--- src/rtl/fc_output_layer.sv ---
// fc_output_layer: fully connected output layer, one shared MAC unit.
// Evaluates HEIGHT neurons sequentially: each neuron streams WIDTH
// feature/weight pairs through the MAC, fetches its bias, then writes
// saturate((acc >>> FRAC) + bias) into result_layer[n].
//
// Ports:
//   clk, reset    - rising-edge clock, synchronous active-high reset
//   start         - request one layer evaluation (accepted only in IDLE)
//   feat_addr     - feature buffer read address
//   feat_data     - signed feature, valid one cycle after feat_addr
//   w_addr        - weight/bias ROM address (weights n*WIDTH+i, biases HEIGHT*WIDTH+n)
//   w_data        - signed weight or bias, valid one cycle after w_addr
//   result_layer  - signed neuron outputs, held between evaluations
//   busy          - high while an evaluation is in progress
//   done          - one-cycle pulse when result_layer is complete
module fc_output_layer #(
    parameter int BITS   = 24,
    parameter int HEIGHT = 10,
    parameter int WIDTH  = 64,
    parameter int FRAC   = 8
) (
    input  logic                                  clk,
    input  logic                                  reset,
    input  logic                                  start,
    output logic [$clog2(WIDTH)-1:0]              feat_addr,
    input  logic signed [BITS-1:0]                feat_data,
    output logic [$clog2(HEIGHT*WIDTH+HEIGHT)-1:0] w_addr,
    input  logic signed [BITS-1:0]                w_data,
    output logic signed [BITS-1:0]                result_layer [0:HEIGHT-1],
    output logic                                  busy,
    output logic                                  done
);

    localparam int FA   = $clog2(WIDTH);
    localparam int WA   = $clog2(HEIGHT*WIDTH+HEIGHT);
    localparam int ACCW = 2*BITS + $clog2(WIDTH);
    localparam int NW   = (HEIGHT > 1) ? $clog2(HEIGHT) : 1;
    localparam int IW   = (WIDTH  > 1) ? $clog2(WIDTH)  : 1;

    // Clamp bounds, sized to the post-bias sum.
    localparam logic signed [ACCW:0] SMAX = {{(ACCW+2-BITS){1'b0}}, {(BITS-1){1'b1}}};
    localparam logic signed [ACCW:0] SMIN = {{(ACCW+2-BITS){1'b1}}, {(BITS-1){1'b0}}};

    typedef enum logic [2:0] {IDLE, MAC, BIAS, WRITE, DONE} state_t;

    state_t                  state, state_nx;
    logic [NW-1:0]           n;
    logic [IW-1:0]           i;
    logic                    mac_en;
    logic signed [ACCW-1:0]  acc;
    logic                    last_i, last_n;
    logic signed [2*BITS-1:0] prod;
    logic signed [ACCW-1:0]  prod_ext;
    logic signed [ACCW-1:0]  shifted;
    logic signed [ACCW:0]    sum;
    logic signed [BITS-1:0]  sat;

    assign last_i = (i == IW'(WIDTH-1));
    assign last_n = (n == NW'(HEIGHT-1));

    always_ff @(posedge clk) begin
        if (reset) state <= IDLE;
        else       state <= state_nx;
    end

    always_comb begin
        state_nx  = state;
        busy      = 1'b1;
        done      = 1'b0;
        feat_addr = '0;
        w_addr    = '0;
        case (state)
            IDLE: begin
                busy = 1'b0;
                if (start) state_nx = MAC;
            end
            MAC: begin
                feat_addr = FA'(i);
                w_addr    = WA'(n) * WA'(WIDTH) + WA'(i);
                if (last_i) state_nx = BIAS;
            end
            BIAS: begin
                w_addr   = WA'(HEIGHT*WIDTH) + WA'(n);
                state_nx = WRITE;
            end
            WRITE: begin
                state_nx = last_n ? DONE : MAC;
            end
            DONE: begin
                done     = 1'b1;
                state_nx = IDLE;
            end
            default: state_nx = IDLE;
        endcase
    end

    // Product and scaled/saturated result. In WRITE, w_data carries the bias
    // fetched during BIAS.
    always_comb begin
        prod     = feat_data * w_data;
        prod_ext = {{(ACCW-2*BITS){prod[2*BITS-1]}}, prod};
        shifted  = acc >>> FRAC;
        sum      = {shifted[ACCW-1], shifted} + {{(ACCW+1-BITS){w_data[BITS-1]}}, w_data};
        if (sum > SMAX)      sat = SMAX[BITS-1:0];
        else if (sum < SMIN) sat = SMIN[BITS-1:0];
        else                 sat = sum[BITS-1:0];
    end

    // mac_en marks cycles whose read data belongs to an address issued in
    // MAC the cycle before, so the final product lands during BIAS.
    always_ff @(posedge clk) begin
        if (reset) begin
            n      <= '0;
            i      <= '0;
            mac_en <= 1'b0;
            acc    <= '0;
            for (int unsigned k = 0; k < HEIGHT; k++) result_layer[k] <= '0;
        end else begin
            mac_en <= (state == MAC);
            if (mac_en) acc <= acc + prod_ext;
            case (state)
                IDLE: begin
                    if (start) begin
                        acc <= '0;
                        n   <= '0;
                        i   <= '0;
                    end
                end
                MAC: i <= i + 1'b1;
                WRITE: begin
                    result_layer[n] <= sat;
                    acc             <= '0;
                    i               <= '0;
                    if (!last_n) n <= n + 1'b1;
                end
                default: ;
            endcase
        end
    end

endmodule
--- config.mk ---
export PLATFORM = sky130hd
export DESIGN_NAME = fc_output_layer
export DESIGN_NICKNAME = d
export VERILOG_FILES = /design/src/rtl/fc_output_layer.sv
export SDC_FILE = /design/constraint.sdc
export NUM_CORES = 2
export LEC_CHECK = 0
export CAP_MARGIN = 25
export CORE_ASPECT_RATIO = 0.9
export CORE_UTILIZATION = 30
export CTS_BUF_LIST = sky130_fd_sc_hd__clkbuf_4
export CTS_CLUSTER_SIZE = 16
export DETAILED_ROUTE_END_ITERATION = 10
export REMOVE_ABC_BUFFERS = 1
export SETUP_SLACK_MARGIN = 0.15
export SYNTH_ARGS = -nofsm -noshare
export SYNTH_HDL_FRONTEND = slang
export SYNTH_SLANG_ARGS = --single-unit
--- constraint.sdc ---
create_clock -name clk -period 29.8 [get_ports clk]
set_input_delay 8.94 -clock clk [delete_from_list [all_inputs] [get_ports clk]]
set_output_delay 8.94 -clock clk [all_outputs]
set_load 0.01 [all_outputs]
* Word level (Yosys, flattened, before mapping)
Cells that the tools add are included.
Storage, ports and cells: input bits 51, memory bits (writable) 0, memories 0, ROM bits 0, register bits 308, output and inout bits 258, bits in latches 0
Cells by class: reduce and logical (&&, ||, !) cells 7, $add $sub $neg 6, equal/unequal tests 9, multiplexer cells 21, shifts and indexed selects 0, magnitude comparators 4, multiply operators 1, bitwise logic cells 1, div/mod/pow operators 0
Operators by type and width (count):
- $bwmux W240 | 1
- $mux W54 | 2
- $pmux W54 S2 | 1
- $demux W24 S4 | 1
- $mux W24 | 3
- $add A54 B48 Y54 | 1
- $mul A24 B24 Y48 | 1
- $add A46 B24 Y47 | 1
- $gt A47 B24 Y1 const B | 1
- $lt A47 B24 Y1 const B | 1
- $pmux W10 S2 | 1
- $pmux W6 S3 | 1
- $mux W6 | 2
- $pmux W3 S4 | 1
- $add A10 B4 Y10 const A | 1
- $add A10 B6 Y10 | 1
- $mux W3 | 3
- $mux W4 | 2
- $pmux W4 S2 | 1
- $add A6 B1 Y6 const B | 1
- $eq A3 B2 Y1 const B | 2
- $eq A6 B6 Y1 const B | 1
- $ne A2 B2 Y1 const B | 3
- $ge A5 B5 Y1 const B | 1
- other kinds (13) | 15

* Longest topological paths before layout
depth in word-level cells 6, mapped depth 29, depth with buffers taken out 27

* Least setup slack after synthesis
Ideal clock, no wire load.
path kind input -> register, from in feat_data[23], to reg acc[45], stages on the path 27, arrival time 15.942 ns, required time 29.672 ns, setup time 0.128 ns, setup slack 13.730 ns, cells stage by stage clkbuf_1 -> nand2_1 -> inv_1 -> fa_1 -> fa_1 -> inv_1 -> fa_1 -> inv_1 -> fa_1 -> fa_1 -> fa_1 -> inv_1 -> fa_1 -> inv_1 -> ha_1 -> clkbuf_1 -> a21o_1 -> a21o_1 -> a21oi_1 -> a21bo_2 -> a21o_1 -> a21o_1 -> a21o_1 -> a221oi_1 -> xnor2_1 -> mux2i_1 -> nor2_1
Between the ends: longest elaborated chain between the ends 5
Ends and longest elaborated chain:
- start, declared | RTL line 26 | input logic signed [BITS-1:0] feat_data,
- $mul A24 B24 Y48 (*) | RTL line 100 | prod = feat_data * w_data;
- $add A54 B48 Y54 (*) | RTL line 120 | if (mac_en) acc <= acc + prod_ext;
- $mux W54 (*) | RTL line 120
- $mux W54 | RTL line 123 | if (start) begin
- $pmux W54 S2 (*) | RTL line 121 | case (state)
- end signal, assigned | RTL line 120
- end, declared | RTL line 50 | logic signed [ACCW-1:0] acc;
Mark *: on every way between the ends. The rest lies on a longest branch, timed or not. A chain may end at the register's enable or synchronous reset.

* Final worst setup path
from in w_data[0], to reg acc[45]
Between the ends: longest elaborated chain between the ends 5
Ends and longest elaborated chain:
- start, declared | RTL line 28 | input logic signed [BITS-1:0] w_data,
- $mul A24 B24 Y48 (*) | RTL line 100
- $add A54 B48 Y54 (*) | RTL line 120
- $mux W54 (*) | RTL line 120
- $mux W54 | RTL line 123
- $pmux W54 S2 (*) | RTL line 121
Marked as above.

==> impl_metrics.xml <==
<?xml version="1.0" encoding="UTF-8"?>
<metrics>
  <group name="grt">
    <metric name="largest_net_degree_at_the_start_of_global_routing" unit="">103</metric>
    <metric name="grt_pass1_wl" unit="um">192000</metric>
    <metric name="grt_antenna_before_repair" unit="">3</metric>
    <metric name="globalRouteOverflowTotal" unit="">0</metric>
    <metric name="number_of_global_route_vias_before_repair" unit="">32900</metric>
    <metric name="grt_util_all_layers" unit="">0.185</metric>
  </group>
  <group name="synthesis">
    <metric name="ranking_of_synthesized_cells_by_area" unit="">fa_1 (35%), dfxtp_1 (16%), inv_1 (7.2%)</metric>
    <metric name="synth_top_cells_by_count" unit="">inv_1 (752), fa_1 (686), nand2_1 (680), dfxtp_1 (308), a21oi_1 (284)</metric>
    <metric name="synth_cells" unit="">4540</metric>
    <metric name="yosys.cell_types.count" unit="">82</metric>
    <metric name="seq_area_frac_synth" unit="">0.157</metric>
    <metric name="synth_ff_type" unit="">dfxtp_1</metric>
    <metric name="ys_seq_elements" unit="">308</metric>
    <metric name="netlist.top_cell.by_area" unit="">fa_1</metric>
    <metric name="yosysMostFrequentCell" unit="">inv_1</metric>
    <metric name="synth_async_sr_flop_share" unit="">0</metric>
    <metric name="post-synth-top-area-fraction" unit="">0.350</metric>
    <metric name="synth_area" unit="mm^2">0.0392</metric>
    <metric name="yosysWarnings" unit="">0</metric>
    <metric name="syn-mean-instance-area" unit="um^2">8.63</metric>
    <metric name="number_of_enable_type_register_cells_in_the_synthesized_netlist" unit="">0</metric>
  </group>
  <group name="layout">
    <metric name="regArea" unit="mm^2">0.00617</metric>
    <metric name="post_layout_nonfiller_instances" unit="">6534</metric>
    <metric name="post_route_cells_drive_above_1_share" unit="">0.0538</metric>
    <metric name="fillCellCount" unit="">13300</metric>
    <metric name="design.final.nets" unit="">5732</metric>
    <metric name="flow.area_growth_from_synthesis" unit="%">15.9</metric>
    <metric name="design_area" unit="mm^2">0.0454</metric>
    <metric name="multi_input_area" unit="mm^2">0.0293</metric>
  </group>
  <group name="sta">
    <metric name="maxSlewHeadroom" unit="">0.287</metric>
    <metric name="rsz_0062_raised_after_global_routing" unit="">false</metric>
    <metric name="timing.final.setup_violations" unit="">0</metric>
    <metric name="hold_viol_final" unit="">0</metric>
    <metric name="finalWorstPathRequiredPeriod" unit="ns">16.76</metric>
    <metric name="finalSetupTns" unit="ns">0</metric>
    <metric name="timing_max_transition_violations_final" unit="">0</metric>
    <metric name="period_share" unit="">0.562</metric>
    <metric name="skew" unit="ns">0.0820</metric>
    <metric name="top_achievable_clock_speed" unit="GHz">0.0597</metric>
    <metric name="worst_slew_pin_slew" unit="ns">1.07</metric>
    <metric name="whs" unit="ns">0.453</metric>
  </group>
  <group name="status">
    <metric name="violations_in_the_final_reports" unit="">design-rule violations</metric>
    <metric name="status" unit="">complete, but fails checks</metric>
  </group>
  <group name="routing">
    <metric name="post_drt_wl_per_cell" unit="um">18.6</metric>
    <metric name="avgViaCountPerCell" unit="">4.97</metric>
    <metric name="final_antenna_net_count" unit="">0</metric>
    <metric name="drt-initial-drc-count" unit="">2373</metric>
    <metric name="routed_wl" unit="um">121000</metric>
    <metric name="drt_drc_violations_left" unit="">13</metric>
    <metric name="route.vias.total" unit="">32400</metric>
    <metric name="drt_pass_1_iters" unit="">9</metric>
  </group>
  <group name="cts">
    <metric name="clock_sink_count" unit="">308</metric>
    <metric name="cts_tree" unit="">done</metric>
    <metric name="ctsResizeCount" unit="">0</metric>
    <metric name="clock_insertion_delay_worst_skew" unit="ns">0.88</metric>
    <metric name="cts_max_path_buffers" unit="">3</metric>
    <metric name="number_of_buffers_inserted_for_hold_repair_after_clock_tree_synthesis" unit="">0</metric>
    <metric name="clock_tree.root_cell" unit="">clkbuf_4</metric>
    <metric name="cts_max_level" unit="">3</metric>
    <metric name="clk_pin_slew" unit="ns">0.06</metric>
    <metric name="post-cts-setup-buffers" unit="">0</metric>
    <metric name="cts_buffers" unit="">82</metric>
  </group>
  <group name="hold_path">
    <metric name="hold_path.class" unit="">register to register</metric>
  </group>
  <group name="floorplan">
    <metric name="die-area" unit="mm^2">0.132</metric>
    <metric name="std_cell_rows" unit="">125</metric>
    <metric name="boundaryPins" unit="">309</metric>
    <metric name="die_y" unit="um">345</metric>
    <metric name="die-width" unit="um">383</metric>
    <metric name="fp.coreArea" unit="mm^2">0.129</metric>
    <metric name="floorplan.initialDensity" unit="">0.303</metric>
  </group>
  <group name="place">
    <metric name="place.detailed.hpwl" unit="um">96000</metric>
    <metric name="portBuffers" unit="">308</metric>
    <metric name="dpl-instance-area" unit="mm^2">0.0442</metric>
    <metric name="placed_cells" unit="">6390</metric>
    <metric name="gpl.final_weighted_congestion" unit="">0.892</metric>
  </group>
  <group name="worst_setup_path">
    <metric name="crit_path_end_kind" unit="">register</metric>
    <metric name="critPathKind" unit="">primary input to register</metric>
    <metric name="crit_fanout" unit="">25</metric>
    <metric name="worst_ep_arrival_time" unit="ns">17.48</metric>
    <metric name="crit_path_start_kind" unit="">primary input</metric>
    <metric name="cp.required" unit="ns">30.52</metric>
  </group>
  <group name="run">
    <metric name="max_cap_violations" unit="">0</metric>
  </group>
</metrics>
==> cells by family after synthesis <==
group / Yosys count / share of synthesized area
compound gates: 857 / 0.136
xor+xnor: 85 / 0.0190
fa+ha+maj: 909 / 0.422
buf+inv: 1013 / 0.0975
flops: 308 / 0.157
mux: 42 / 0.0108
simple gates: 1326 / 0.158
==> through the flow <==
stage / utilization / setup WS (ns)
floorplan: - / 12.39
global placement: 0.340 / 12.34
detailed placement: 0.342 / 12.19
CTS: 0.349 / 13.10
global route: 0.351 / 12.57
finish: 0.351 / 13.04
==> sequential cells by signal (all words and copies together) (netlist names) <==
register,cells
mac_en,1
n,4
state,3
i,6
acc,54
result_layer,240
==> metal layers <==
layer  vias up  wire (um)  track usage
met1     16400      52900        0.246
met3       185       6490       0.0280
met5         -          0            0
li1      15000          -            -
met4         0       3520       0.0538
met2       920      58300        0.309
==> layout by cell type (no fill, tap or decap), drive strengths merged, types with 102 or more instances in the layout <==
cell and instances:
nand2 680, fa 686, clkdlybuf4s50 306, inv 757, a21oi 284, ha 223, and2 263, dfxtp 308
nor2 170, clkbuf 116, buf 102, o21ai 222
==> cell type report <==
cell class	count	share of cell area
multi-input combinational	3219	0.644
timing repair buffer	409	0.0896
inverter	752	0.0621
tap	1714	0.0472
clock buffer	116	0.0192
antenna	2	0.000110
clock inverter	14	0.00193
sequential	308	0.136
==> worst max-delay path: stages <==
cell and delay [ns]:
clkdlybuf4s50_1 1.16, nand2_1 0.22, inv_1 0.17, fa_1 0.56, fa_1 0.90, inv_1 0.13
fa_1 0.55, inv_1 0.43, fa_1 0.54, fa_1 0.50, fa_1 0.50, inv_1 0.05
fa_1 0.48, inv_1 0.04, ha_1 0.38, a21o_1 0.19, a21o_1 0.17, a21oi_1 0.18
a21bo_2 0.25, a21o_1 0.17, a21o_1 0.17, a21o_1 0.16, a221oi_1 0.33, xnor2_1 0.10
mux2i_1 0.13, nor2_1 0.05
==> final timing paths <==
path                                           to         startpoint  cells after the start  slack [ns]
worst min register to register  result_layer[102]  result_layer[102]                      2        0.45
worst max-delay path                      acc[45]          w_data[0]                     26       13.04
worst max register to register            acc[51]             acc[9]                     19       23.69
worst min-delay path            result_layer[102]  result_layer[102]                      2        0.45
Power is not shown: default switching activity piles up to over one toggle a cycle in this logic, so the estimate is an artifact.
